<file path="src/rtl/riscv_pkg.sv">
// Shared RISC-V core definitions: datapath width, default boot address and
// the fetch-queue entry layout.
package riscv_pkg;

  localparam int XLEN = 32;
  localparam logic [XLEN-1:0] DEFAULT_RESET_PC = 32'h0000_0000;

  typedef struct packed {
    logic [XLEN-1:0] pc;
    logic [XLEN-1:0] instr;
  } ifq_entry_t;

  // Force an address onto a 4-byte boundary.
  function automatic logic [XLEN-1:0] word_align(input logic [XLEN-1:0] a);
    return {a[XLEN-1:2], 2'b00};
  endfunction

endpackage

</file>
<file path="src/rtl/sync_fifo.sv">
// Single-clock FIFO with flush and occupancy count. DEPTH must be a power of
// two so the pointers wrap on their own. A push on a full FIFO is accepted
// only when a pop happens in the same cycle.
module sync_fifo #(
  parameter int WIDTH = 64,
  parameter int DEPTH = 4
) (
  input  logic                   clk,
  input  logic                   reset,
  input  logic                   flush,
  input  logic                   push,
  input  logic [WIDTH-1:0]       din,
  input  logic                   pop,
  output logic [WIDTH-1:0]       dout,
  output logic                   empty,
  output logic                   full,
  output logic [$clog2(DEPTH):0] count
);

  localparam int AW = $clog2(DEPTH);
  localparam int CW = AW + 1;

  logic [WIDTH-1:0] mem [DEPTH];
  logic [AW-1:0]    rd_ptr, wr_ptr;
  logic             do_push, do_pop;

  assign empty   = (count == '0);
  assign full    = (count == CW'(DEPTH));
  assign do_pop  = pop && !empty;
  assign do_push = push && (!full || do_pop);
  assign dout    = mem[rd_ptr];

  // Pointer and count bookkeeping; flush drops everything at once.
  always_ff @(posedge clk) begin
    if (!reset || flush) begin
      rd_ptr <= '0;
      wr_ptr <= '0;
      count  <= '0;
    end else begin
      if (do_push) wr_ptr <= wr_ptr + 1'b1;
      if (do_pop)  rd_ptr <= rd_ptr + 1'b1;
      count <= count + CW'(do_push) - CW'(do_pop);
    end
  end

  // Storage array; contents need no reset since count gates visibility.
  always_ff @(posedge clk) begin
    if (reset && !flush && do_push) mem[wr_ptr] <= din;
  end

endmodule

</file>
<file path="src/rtl/ifetch_queue.sv">
// Instruction fetch queue: issues in-order word fetches to instruction memory,
// buffers returned words with their pc, and hands them to IF/ID. Redirect
// flushes the queue and discards responses still in flight.
// Optional feature: define IFQ_BYPASS_EN to forward a response straight to the
// consumer in its arrival cycle when the queue is empty.
module ifetch_queue
  import riscv_pkg::*;
#(
  parameter int              DEPTH    = 4,
  parameter logic [XLEN-1:0] RESET_PC = DEFAULT_RESET_PC
) (
  input  logic            clk,
  input  logic            reset,
  output logic            imem_req,
  output logic [XLEN-1:0] imem_addr,
  input  logic            imem_gnt,
  input  logic            imem_rvalid,
  input  logic [XLEN-1:0] imem_rdata,
  input  logic            redirect,
  input  logic [XLEN-1:0] redirect_pc,
  output logic            instr_valid,
  output logic [XLEN-1:0] instr,
  output logic [XLEN-1:0] pc,
  input  logic            instr_ready
);

  localparam int            CW      = $clog2(DEPTH) + 1;
  localparam logic [CW:0]   DEPTH_W = (CW+1)'(DEPTH);

  logic [XLEN-1:0] fetch_addr, rsp_pc;
  logic [CW-1:0]   outstanding, drop, fifo_count;
  logic            grant, dropping, rsp_take, bypass;
  logic            fifo_push, fifo_pop, fifo_empty, fifo_full, head_valid;
  ifq_entry_t      rsp_entry, fifo_head, head;

  // Credit: every queued entry or in-flight request holds one slot.
  assign imem_req  = reset && !redirect &&
                     (({1'b0, fifo_count} + {1'b0, outstanding}) < DEPTH_W);
  assign imem_addr = fetch_addr;
  assign grant     = imem_req && imem_gnt;

  // Responses owed to a flushed stream are swallowed before new ones queue.
  assign dropping  = (drop != '0);
  assign rsp_take  = reset && imem_rvalid && !dropping && !redirect;
  assign rsp_entry = '{pc: rsp_pc, instr: imem_rdata};

`ifdef IFQ_BYPASS_EN
  assign bypass = fifo_empty && rsp_take;
`else
  assign bypass = 1'b0;
`endif

  assign head        = bypass ? rsp_entry : fifo_head;
  assign head_valid  = !fifo_empty || bypass;
  assign instr_valid = reset && !redirect && head_valid;
  assign instr       = reset ? head.instr : '0;
  assign pc          = reset ? head.pc    : '0;

  // A bypassed word that is consumed immediately never enters storage.
  assign fifo_pop  = instr_valid && instr_ready && !fifo_empty;
  assign fifo_push = rsp_take && !(bypass && instr_ready);

  sync_fifo #(
    .WIDTH ($bits(ifq_entry_t)),
    .DEPTH (DEPTH)
  ) u_fifo (
    .clk   (clk),
    .reset (reset),
    .flush (redirect),
    .push  (fifo_push),
    .din   (rsp_entry),
    .pop   (fifo_pop),
    .dout  (fifo_head),
    .empty (fifo_empty),
    .full  (fifo_full),
    .count (fifo_count)
  );

  // Fetch/response pc counters and in-flight tracking; redirect wins over all.
  always_ff @(posedge clk) begin
    if (!reset) begin
      fetch_addr  <= word_align(RESET_PC);
      rsp_pc      <= word_align(RESET_PC);
      outstanding <= '0;
      drop        <= '0;
    end else if (redirect) begin
      fetch_addr  <= word_align(redirect_pc);
      rsp_pc      <= word_align(redirect_pc);
      outstanding <= outstanding - CW'(imem_rvalid);
      drop        <= outstanding - CW'(imem_rvalid);
    end else begin
      if (grant)    fetch_addr <= fetch_addr + 32'd4;
      if (rsp_take) rsp_pc     <= rsp_pc + 32'd4;
      outstanding <= outstanding + CW'(grant) - CW'(imem_rvalid);
      if (imem_rvalid && dropping) drop <= drop - 1'b1;
    end
  end

`ifndef SYNTHESIS
  // Memory must never answer more requests than were granted.
  always_ff @(posedge clk) begin
    if (reset && imem_rvalid)
      assert (outstanding != '0) else $error("ifetch_queue: rvalid without outstanding request");
    if (reset && fifo_push && !fifo_pop)
      assert (!fifo_full) else $error("ifetch_queue: push into full queue");
  end
`endif

endmodule

</file>
<file path="config.mk">
export PLATFORM = sky130hd
export DESIGN_NAME = ifetch_queue
export DESIGN_NICKNAME = d
export VERILOG_FILES = /design/src/rtl/riscv_pkg.sv /design/src/rtl/sync_fifo.sv /design/src/rtl/ifetch_queue.sv
export SDC_FILE = /design/constraint.sdc
export NUM_CORES = 1
export LEC_CHECK = 0
export ABC_AREA = 1
export CAP_MARGIN = 20
export CORE_MARGIN = 1.5
export CORE_UTILIZATION = 51
export DETAILED_ROUTE_END_ITERATION = 8
export PLACE_DENSITY = 0.74
export SLEW_MARGIN = 40
export SYNTH_ARGS = -nofsm -noshare
export SYNTH_HDL_FRONTEND = slang
export SYNTH_SLANG_ARGS = --single-unit
</file>
<file path="constraint.sdc">
create_clock -name clk -period 5.7 [get_ports clk]
set_input_delay 1.425 -clock clk [delete_from_list [all_inputs] [get_ports clk]]
set_output_delay 1.425 -clock clk [all_outputs]
set_load 0.05 [all_outputs]
</file>
## After elaboration in Yosys (flattened, before gate mapping)

Memory sizes are Yosys's and may differ from the RTL's. A register that Yosys moved wholly into a read port is not among the register bits.
Cells that the tools add are included.
W data, S select, Z words.

| word-level totals | value |
|---|---|
| bits in registers | 77 |
| memory bits (writable) | 256 |
| output and inout bits | 98 |
| word-level logic and storage cells | 63 |
| memories kept | 1 |

Memory list:

| name | words | width | read ports | clocked after memory_dff | write ports | line | text |
|---|---|---|---|---|---|---|---|
| u_fifo.mem | 4 | 64 | 1 | 1 | 1 | sync_fifo.sv:23 | `logic [WIDTH-1:0] mem [DEPTH];` |

| operators by class | value |
|---|---|
| add/subtract/negate cells | 11 |
| magnitude comparators | 1 |
| eq/ne operators | 1 |
| muxes and demuxes | 13 |
| bitwise gates (word level) | 1 |
| reductions and logical operators | 26 |

Operators with widths:

| cell | number |
|---|---|
| $mux W32 | 6 |
| $add A32 B3 Y32 const B | 2 |
| $logic_and A1 B1 Y1 | 13 |
| $mux W3 | 3 |
| $sub A3 B1 Y3 | 3 |
| $add A3 B1 Y3 | 2 |
| $reduce_bool A2 Y1 | 3 |
| $logic_not A1 Y1 | 5 |
| $add A2 B1 Y2 const B | 2 |
| $add A3 B3 Y4 | 1 |
| $lt A4 B3 Y1 const B | 1 |
| $mux W2 | 2 |
| $eq A3 B3 Y1 const B | 1 |
| $logic_not A3 Y1 | 1 |
| $reduce_bool A3 Y1 | 1 |
| $sub A3 B1 Y3 const B | 1 |
| $logic_or A1 B1 Y1 | 2 |
| $mux W1 | 2 |
| $reduce_or A2 Y1 | 1 |
| $not A1 Y1 | 1 |

## Depth between registers and ports, before layout

Gate-level depths: netlist of the first run.

| depth | value |
|---|---|
| depth in word-level cells | 11 |
| depth in mapped cells | 14 |
| depth with buffers taken out | 12 |

## Hierarchy

A second synthesis of the first run with hierarchy kept.

| unflattened totals | value |
|---|---|
| cell total of the unflattened synthesis | 1635 |
| area total of the unflattened synthesis | 15187.1 µm² |

By module, submodules not included:

| module | instances | cells an instance | area each (µm²) | seq. area each (µm²) |
|---|---|---|---|---|
| sync_fifo | 1 | 692 | 10002.1 | 7867.5 |
| ifetch_queue | 1 | 943 | 5185.0 | 1321.3 |

## Least setup slack after synthesis of the first run

OpenSTA, ideal clock, no wires.

| timing path | value |
|---|---|
| path kind | input -> register |
| from | in reset |
| to | mem u_fifo.mem[0][0] (enable) |
| library setup time | 482 ps |
| arrival | 4771 ps |
| data required time | 5218 ps |
| slack | 447 ps |
| stages on the path | 5 |
| cells stage by stage | buf_4 -> nand4_2 -> nor2_4 -> nand2_1 -> nor2_1 |

| between the ends | value |
|---|---|
| longest elaborated chain between the ends | 10 |
| elaborated cells on any way between the ends | 13 |
| those cells by class | mux: 2; reduce/logical: 11 |

Ends and longest elaborated chain:

| item | line | text |
|---|---|---|
| start, declared | ifetch_queue.sv:13 | `input logic reset,` |
| $logic_and A1 B1 Y1 | sync_fifo.sv:48, ifetch_queue.sv:55 |  |
| $logic_and A1 B1 Y1 | ifetch_queue.sv:55 | `assign instr_valid = reset && !redirect && head_valid;` |
| $logic_and A1 B1 Y1 (2 in series) | ifetch_queue.sv:60 | `assign fifo_pop = instr_valid && instr_ready && !fifo_empty;` |
| $logic_and A1 B1 Y1 | sync_fifo.sv:29 | `assign do_pop = pop && !empty;` |
| $logic_or A1 B1 Y1 | sync_fifo.sv:30 | `assign do_push = push && (!full \|\| do_pop);` |
| $logic_and A1 B1 Y1 | sync_fifo.sv:30 |  |
| $logic_and A1 B1 Y1 (*) | sync_fifo.sv:48 | `if (reset && !flush && do_push) mem[wr_ptr] <= din;` |
| $mux W1 (*) | sync_fifo.sv:48 |  |
| $mux W1 (not written as such) (*) | sync_fifo.sv:48 |  |
| end, declared | sync_fifo.sv:23 |  |

Every way passes the cells marked *; elsewhere a longest branch is shown, timed or not.

## Worst setup path in the final report of the first run

| timing path | value |
|---|---|
| from | in reset |
| to | out instr_valid |

| between the ends | value |
|---|---|
| longest elaborated chain between the ends | 2 |

Ends and longest elaborated chain:

| item | line | text |
|---|---|---|
| $logic_and A1 B1 Y1 (2 in series) | ifetch_queue.sv:55 |  |
| end, declared | ifetch_queue.sv:21 | `output logic instr_valid,` |

No other way between the ends.

==> results.md, run 1 <==
- The nature of the critical path endpoint is an output port.
- The cell with the most instances after synthesis is nor2_1.
- The root buffer cell chosen for the clock tree is clkbuf_16.
- The initial utilization of the core area, before any placement, comes to 0.523.
- In this run the tightest slew margin relative to its limit is 0.455.
- The launch point of the worst hold path is drop[1]$_SDFFE_PN0P_.
- At the end of routability-driven placement, the weighted congestion stood at 0.904.
- After detailed routing, the number of remaining DRC violations is 0.
- The floorplan has 61 rows.
- The global-route met3 utilization is 0.0378.
- For this design the total switching power over the nets is 0.00122 W.
- The share of synthesized area in the top cell type comes to 0.508.
- The critical path in this run is classified as in2out.
- The path with the worst hold slack has its endpoint at drop[1]$_SDFFE_PN0P_.
- Of the total power, registers draw 0.514.
- For this design the top-level I/O count stands at about 170.
- The routed layout has 11,600 vias.
- Between clock sinks in the finished design, the worst skew comes to 14.7 ps.
- The all-layer global routing usage is 0.234.
- The fmax is 0.201 GHz.
- The number of failing setup endpoints in the final timing report is 0.
- Summed over all layers, the global routing overflow is 0.
- Port buffering added 161 buffers.
- The netlist area before placement is 14,700 um^2.
- The total of warnings raised by yosys is 0.
- Hold repair after CTS inserted 0 buffers.
- Data on the critical path is required at its endpoint by 4280 ps.
- The post-place instance area is 16,500 um^2.
- In this run the critical register-to-register path is launched from drop[0]$_SDFFE_PN0P_.
- The cell depth of the worst min-delay path is 1.
- The post-route fraction of the period consumed by the critical path is 0.871.
- The initial antenna violation count was 0.
- At the pin with the least slew margin, the transition time is 817 ps.
- Of the synthesized area, sequential elements account for 0.610.
- In this run the worst hold path is classified as reg2reg.
- The share of post-route cells with drive strength above 1 is 0.0861.
- Entering global routing, the biggest net connects 87 pins.
- The cell count of the worst reg-to-reg path is 7.
- Setup repair after global routing left no endpoint under its margin.
- The total count of max-transition violations in the final report is 0.
- The maximum fanout along the worst path is 35.
- For this design the ratio of total power to cell area is 295 nW/um^2.
- STA classifies the critical path startpoint as an input port.
- The clock sink count is 323.
- For met1 alone, demand over resource in global routing was 0.323.
- In the synthesized netlist the dominant register cell turns out to be edfxtp_1.
- The layer with the highest usage after global routing is met2.
- The cell-internal power is 0.00393 W.
- The commonest cells after synthesis are nor2_1 (363), nand2_1 (266), edfxtp_1 (248).
- Summed over all failing endpoints, the final setup total negative slack is 0 ps.
- edfxtp_1 takes more of the synthesized area than any other cell.
- The floorplan die area is 29,800 um^2.
- In this run the register-to-register setup slack is approximately 2600 ps.
- The clock tree from TritonCTS is built.
- The synthesis-to-layout area growth is 19.3%.
- The clock latency on the worst-skew pair is 510 ps.
- The number of search-and-repair iterations in the first detailed-routing pass is 7.
- The combinational group share of total power is 0.090.
- The share of total power in the clock network is 0.396.
- After detailed routing, the number of vias per cell comes to 5.39.
- The final wirelength is 35,100 um.
- The number of standard cells after synthesis is 1,599.
- The number of violations of the max-capacitance limit is 0.
- The worst IR drop on VDD is 163 uV.
- The detail route stage leaves a number of antenna-violating nets equal to 0.
- By area the synthesized netlist is led by edfxtp_1 (51%), dfxtp_1 (10%), nor2_1 (9.3%).
- After the first detailed-routing iteration, the DRC count stood at between 1,000 and 1,500.
- The number of gates resized after CTS is 0.
- The core footprint is about 28,000 um^2.
- The leakage power is 6.49 nW.
- The share of synthesized flip-flops with an asynchronous set or reset is 0.
- In the global route stage, met2 resource usage came out at 0.381.
- The number of buffers inserted by post-CTS setup repair is 0.
- The hold violation count in the final report is 0.
- Counting I/O delays and the setup requirement, the final critical path takes 4970 ps.
- The number of inserted diodes is 0.
- The number of clock buffers inserted by TritonCTS is 34.
- Of the total power, the share spent switching nets is 0.238.
- In this run, distinct cell masters in the synthesized netlist total 40.
- The finished layout cell area is ~17,000 um^2.
- The number of nets in the final layout is 1,831.
- The die outline width is 173 um.
- The H-tree generated during clock tree synthesis spans 2 levels.
- The wire length of the first global-routing pass is 55,800 um.
- The clock passes through at most 3 buffers.
- A synthesized cell averages 9.17 um^2.
- The routed length per instance is 16.4 um.
- The placed wire-length estimate after detailed placement is 21,400 um.
- Yosys mapped a number of flops with a built-in enable equal to 248.
- The clock edge transition at the registers on the reported setup and hold paths is 60 ps.
- The flip-flop and latch count after synthesis is 323.
- The y dimension of the die is 173 um.
- At the worst endpoint, the arrival time is 3540 ps.
- The via count of the first global-routing pass is 10,800.
- The endpoint of the lowest-slack register-to-register path is u_fifo.mem[2][43]$_DFFE_PP_.
- The flow ran to the end, and the final reports show no timing, DRC or antenna violations.
## critical path: stages
cell	delay (ps)
clkdlybuf4s50_1	840
inv_4	320
nor2_8	370
inv_1	140
a21oi_1	260
buf_12	180
## cell usage in the layout (no fill, tap or decap), types with 2 or more instances in the layout
| cell | count |
|---|---|
| nor3_1 | 4 |
| o211ai_1 | 4 |
| dfxtp_1 | 73 |
| nand2_1 | 266 |
| a31oi_1 | 7 |
| a21oi_1 | 117 |
| nand4_1 | 3 |
| clkbuf_16 | 35 |
| o21a_1 | 3 |
| nor2_2 | 3 |
| nand3b_1 | 4 |
| o21ai_1 | 4 |
| o21ai_0 | 163 |
| nor2_1 | 359 |
| xnor2_1 | 3 |
| buf_4 | 76 |
| nand3_1 | 87 |
| xor2_1 | 4 |
| clkinv_2 | 10 |
| fa_1 | 2 |
| clkdlybuf4s50_1 | 97 |
| clkbuf_1 | 7 |
| edfxtp_1 | 248 |
| conb_1 | 4 |
| inv_1 | 124 |
| and2_1 | 2 |
| buf_12 | 4 |
| clkinv_1 | 5 |
| inv_2 | 2 |
| nor2_4 | 6 |
| or2_2 | 3 |
| nand2_2 | 3 |
| o21bai_1 | 5 |
| ha_1 | 16 |
## per-stage QoR
| stage | hold WS (ps) | total power (W) | util | worst slack, ps | cells |
|---|---|---|---|---|---|
| floorplan | 440 | 0.00297 | - | 447 | 1602 |
| global placement | 451 | 0.00314 | 0.588 | 707 | 2085 |
| detailed placement | 453 | 0.00315 | 0.588 | 672 | 2085 |
| CTS | 466 | 0.00518 | 0.624 | 703 | 2144 |
| global route | 500 | 0.00532 | 0.624 | 584 | 2144 |
| finish | 465 | 0.00515 | 0.624 | 734 | 2144 |
## metal layers
layer / up-vias / part of all wire
li1: 5612 / -
met1: 5416 / 0.44
met2: 467 / 0.47
met3: 61 / 0.073
met4: 0 / 0.022
met5: - / 0
## power groups by stage
stage	registers [W]	clock network, W	logic [W]
finish	0.00265	0.00204	0.000463
detailed placement	0.00269	0	0.000460
global route	0.00265	0.00217	0.000502
global placement	0.00269	0	0.000452
floorplan	0.00272	0	0.000252
CTS	0.00264	0.00207	0.000463
## sequential cells by signal, indices dropped and copies added (netlist names), named ones only
name and cells:
u_fifo.mem 248, imem_addr 30, rsp_pc 30, drop 3, outstanding 3, u_fifo.count 3, u_fifo.rd_ptr 2, u_fifo.wr_ptr 2
## layout make-up
| type | count | area (um^2) |
|---|---|---|
| sequential | 323 | 8950 |
| multi-input combinational | 1078 | 4930 |
| timing repair buffer | 178 | 1630 |
| fill | 2248 | 10500 |
| clock inverter | 16 | 103 |
| inverter | 128 | 484 |
| tap | 378 | 473 |
| clock buffer | 43 | 916 |
## kinds of logic (layout without fill, tap and decap cells)
family | Yosys count | after routing | share of synthesized area
AOI/OAI and AO/OA | 306 | 306 | 0.108
xor gates and xnor gates | 7 | 7 | 0.00418
adders and majority gates | 18 | 18 | 0.0164
buffers and inverters | 201 | 365 | 0.0566
DFF | 323 | 323 | 0.610
other | 1 | 4 | 0.000256
and+or+nand+nor | 743 | 743 | 0.205
## worst max path at each step
stage                      from                    endpoint  slack [ps]  depth (start not counted)
after floorplan           reset  u_fifo.mem[0][0]$_DFFE_PP_         450                          5
after global placement    reset   outstanding[2]$_SDFF_PN0_         710                         13
after detailed placement  reset   outstanding[2]$_SDFF_PN0_         670                         13
after CTS                 reset                 instr_valid         700                          6
after global routing      reset                 instr_valid         580                          6
final                     reset                 instr_valid         730                          6
No activity file was read; power rests on OpenSTA's default activity.
==> run 2: changes to the inputs <==
Settings changed: CAP_MARGIN 20 to unset.
==> results of run 2 <==
Final layout, timing and power as in run 1 (identical DEF).
==> run 3: changes to the inputs <==
Settings changed: CORE_UTILIZATION 51 to 30, PLACE_DENSITY 0.74 to unset.
Clock period 5.7 ns to 6.3 ns, I/O delays scaled along.
==> run 3 against run 2 <==
  * Critical path type unchanged
  * Highest routed layer unchanged
  * Die area grew 69%
  * Hold slack better by 5.0 ps
  * Worst setup slack improved by 190 ps
  * Clock-buffer cell count is 3 higher
  * Largest power group unchanged
  * Sequential power fell by 9.4%
  * Routed wire length up 11%
  * Utilization shrank 25 points
  * Final cell count rose by 11%
==> results.md, run 3 (synthesis results as in run 1) <==
- The floorplan die area was 50,200 um^2 (was 29,800 um^2).
- The total count of max-transition violations in the final report was 0 (unchanged).
- Outcome: finished, final reports clean (unchanged).
- The total power consumption of the routed design came to 0.00486 W (was 0.00515 W).
- The worst setup path category is in2out (unchanged).
- The net switching power of the design is 0.00118 W (was 0.00122 W).
- The maximum number of pins on one net before global-route repair is 67 (was 87).
- The number of gates resized after CTS is 0 (unchanged).
- The launch point of the worst hold path is drop[1]$_SDFFE_PN0P_ (unchanged).
- The clock latency on the worst-skew pair is 540 ps (was 510 ps).
- The initial core utilization came to 0.306 (was 0.523).
- The y dimension of the die is 224 um (was 173 um).
- Commonest cells after routing, fill and taps aside: nor2_1 (359), nand2_1 (266), edfxtp_1 (248) (unchanged).
- The kind of start point of the critical path is an input port (unchanged).
- The worst IR drop on VDD came to 145 uV (was 163 uV).
- The initial antenna violation count is 0 (unchanged).
- The antenna violation net count after detailed routing is 0 (unchanged).
- The via count of the first global-routing pass was 10,800 (about the same).
- The power density over cell area is 269 nW/um^2 (was 295 nW/um^2).
- The fmax is 0.186 GHz.
- The maximum fanout along the worst path is 45 (was 35).
- The number of flip-flops in the largest register was 248 (unchanged).
- The number of ports placed on the die boundary came to 168 (unchanged).
- The detailed-route vias per instance is 4.77 (was 5.39).
- The share of total power in the clock network is 0.419 (was 0.396).
- The number of vias in the routed layout was 11,400 (was 11,600).
- The path category of the worst min-delay check is reg2reg (unchanged).
- The number of rows in the core area was 80 (was 61).
- The routed length per instance is 16.4 um (about the same).
- The number of clock buffers inserted by TritonCTS came to 36 (was 34).
- The headroom to the max-slew limit is 0.488 (was 0.455).
- The sum of overflow across all layers after global routing is 0 (unchanged).
- The clock edge transition at the registers on the reported setup and hold paths is 50 ps (was 60 ps).
- The clock sink count is 323 (unchanged).
- The number of cells in the design after placement is 2,325 (was 2,085).
- The count of unresolved DRC violations after routing is 0 (unchanged).
- The register with the most flip-flops is u_fifo.mem (unchanged).
- The cell-internal power came to 0.00368 W (was 0.00393 W).
- Unrepaired setup endpoints after global routing: false (unchanged).
- The share of post-route cells with drive strength above 1 is 0.0722 (was 0.0861).
- The post-route clock skew is 13.8 ps (was 14.7 ps).
- The final period demand of the worst path is ~5400 ps.
- The critical register-to-register path startpoint is drop[0]$_SDFFE_PN0P_ (unchanged).
- The required arrival time at the worst endpoint was 4720 ps (was 4280 ps).
- The post-route fraction of the period consumed by the critical path is 0.853.
- The number of hold buffers added after cts is 0 (unchanged).
- The maximum buffer depth of the clock tree came to 3 (unchanged).
- The placed wire-length estimate after detailed placement came to 24,800 um (was 21,400 um).
- The leakage power was 6.50 nW (was 6.49 nW).
- The most common cell after layout, fill and taps aside is nor2_1 (unchanged).
- The number of buffers inserted by port buffering is 161 (unchanged).
- The number of violations of the max-capacitance limit is 0 (unchanged).
- The wire length of the first global-routing pass came to 60,600 um (was 55,800 um).
- The root buffer cell is clkbuf_16 (unchanged).
- The launching element of the worst setup path is reset (unchanged).
- The post-route non-filler standard cell count was 2,388 (was 2,144).
- The weighted congestion at the end of routability-driven global placement is 0.834 (was 0.904).
- The synthesis-to-layout area growth is 23.1% (was 19.3%).
- The all-layer global routing usage is 0.156 (was 0.234).
- The number of failing setup endpoints in the final timing report is 0 (unchanged).
- The number of search-and-repair iterations in the first detailed-routing pass came to 7 (unchanged).
- The core footprint was 47,900 um^2 (was 28,000 um^2).
- The number of buffers inserted by post-CTS setup repair is 0 (unchanged).
- The number of nets in the final layout was 1,836 (was 1,831).
- The number of inserted diodes is 0 (unchanged).
- The DRC violation total after the first TritonRoute iteration is 969 (was 1,004).
- The hold violation count in the final report is 0 (unchanged).
- The combinational group share of total power came to 0.088 (was 0.090).
- The number of H-tree branching levels is 2 (unchanged).
- The actual transition at the worst max-transition pin is 768 ps (was 817 ps).
- The die outline width is 224 um (was 173 um).
- The sequential share of power is 0.494 (was 0.514).
- The final wirelength is 39,100 um (was 35,100 um).
- The total negative slack came to 0 ps (unchanged).
- The switching part of the total is 0.243 (was 0.238).
- The clock tree from TritonCTS is built (unchanged).
- The nature of the critical path endpoint is an output port (unchanged).
- The arrival time at the worst endpoint is 3800 ps (was 3540 ps).
## run 3: cell count changes in the layout (fill, tap and decap cells not counted), sizes merged
cell	change
clkinvlp	+3
clkinv	-3
clkdlybuf4s50	+31
clkbuf	+3
buf	-28
bufinv	+1
## run 3: stage by stage
| step | hold slack (ps) | utilization | setup WS [ps] | instance area, um^2 |
|---|---|---|---|---|
| 5_1_grt | 497 | 0.376 | 778 | 18000 |
| 3_3_place_gp | 451 | 0.352 | 913 | 16900 |
| 3_5_place_dp | 455 | 0.352 | 913 | 16900 |
| 4_1_cts | 468 | 0.376 | 910 | 18000 |
| 6_report | 470 | 0.376 | 927 | 18000 |
| 2_1_floorplan | 440 | - | 897 | 14700 |
## run 3: final cells by class
cell class | instances | area [um^2]
Clock buffer | 46 | 981
Fill cell | 4808 | 29900
Multi-Input combinational cell | 1078 | 4930
Tap cell | 615 | 769
Timing Repair Buffer | 181 | 1770
Sequential cell | 323 | 8950
Clock inverter | 17 | 159
Inverter | 128 | 487
## run 3: worst max-delay path: stages
cell and delay, ps:
clkdlybuf4s50_1 450, buf_4 250, inv_4 280, a21oi_1 310, clkdlybuf4s50_1 850
## run 3: path summary, 6_finish.rpt
kind / to / slack (ps) / cells after the start
worst max-delay path: instr[12] / 930 / 5
worst max register to register: u_fifo.mem[0][23]$_DFFE_PP_ / 3140 / 7
worst min-delay path: drop[1]$_SDFFE_PN0P_ / 470 / 1
worst min register to register: drop[1]$_SDFFE_PN0P_ / 470 / 1
## run 3: routing by layer
metal | up-vias | routed length, um | track usage
met1 | 5391 | 18300 | 0.213
met4 | 0 | 750 | 0.0405
met2 | 321 | 17900 | 0.251
met5 | - | 0 | 0
met3 | 47 | 2150 | 0.0308
li1 | 5638 | - | -
## run 3: power groups by stage
| stage | sequential (W) | combinational (W) | clock, W |
|---|---|---|---|
| 6_report | 0.00240 | 0.000426 | 0.00203 |
| 5_1_grt | 0.00240 | 0.000464 | 0.00217 |
| 4_1_cts | 0.00240 | 0.000429 | 0.00210 |
| 3_5_place_dp | 0.00244 | 0.000427 | 0 |
| 3_3_place_gp | 0.00244 | 0.000421 | 0 |
| 2_1_floorplan | 0.00246 | 0.000228 | 0 |
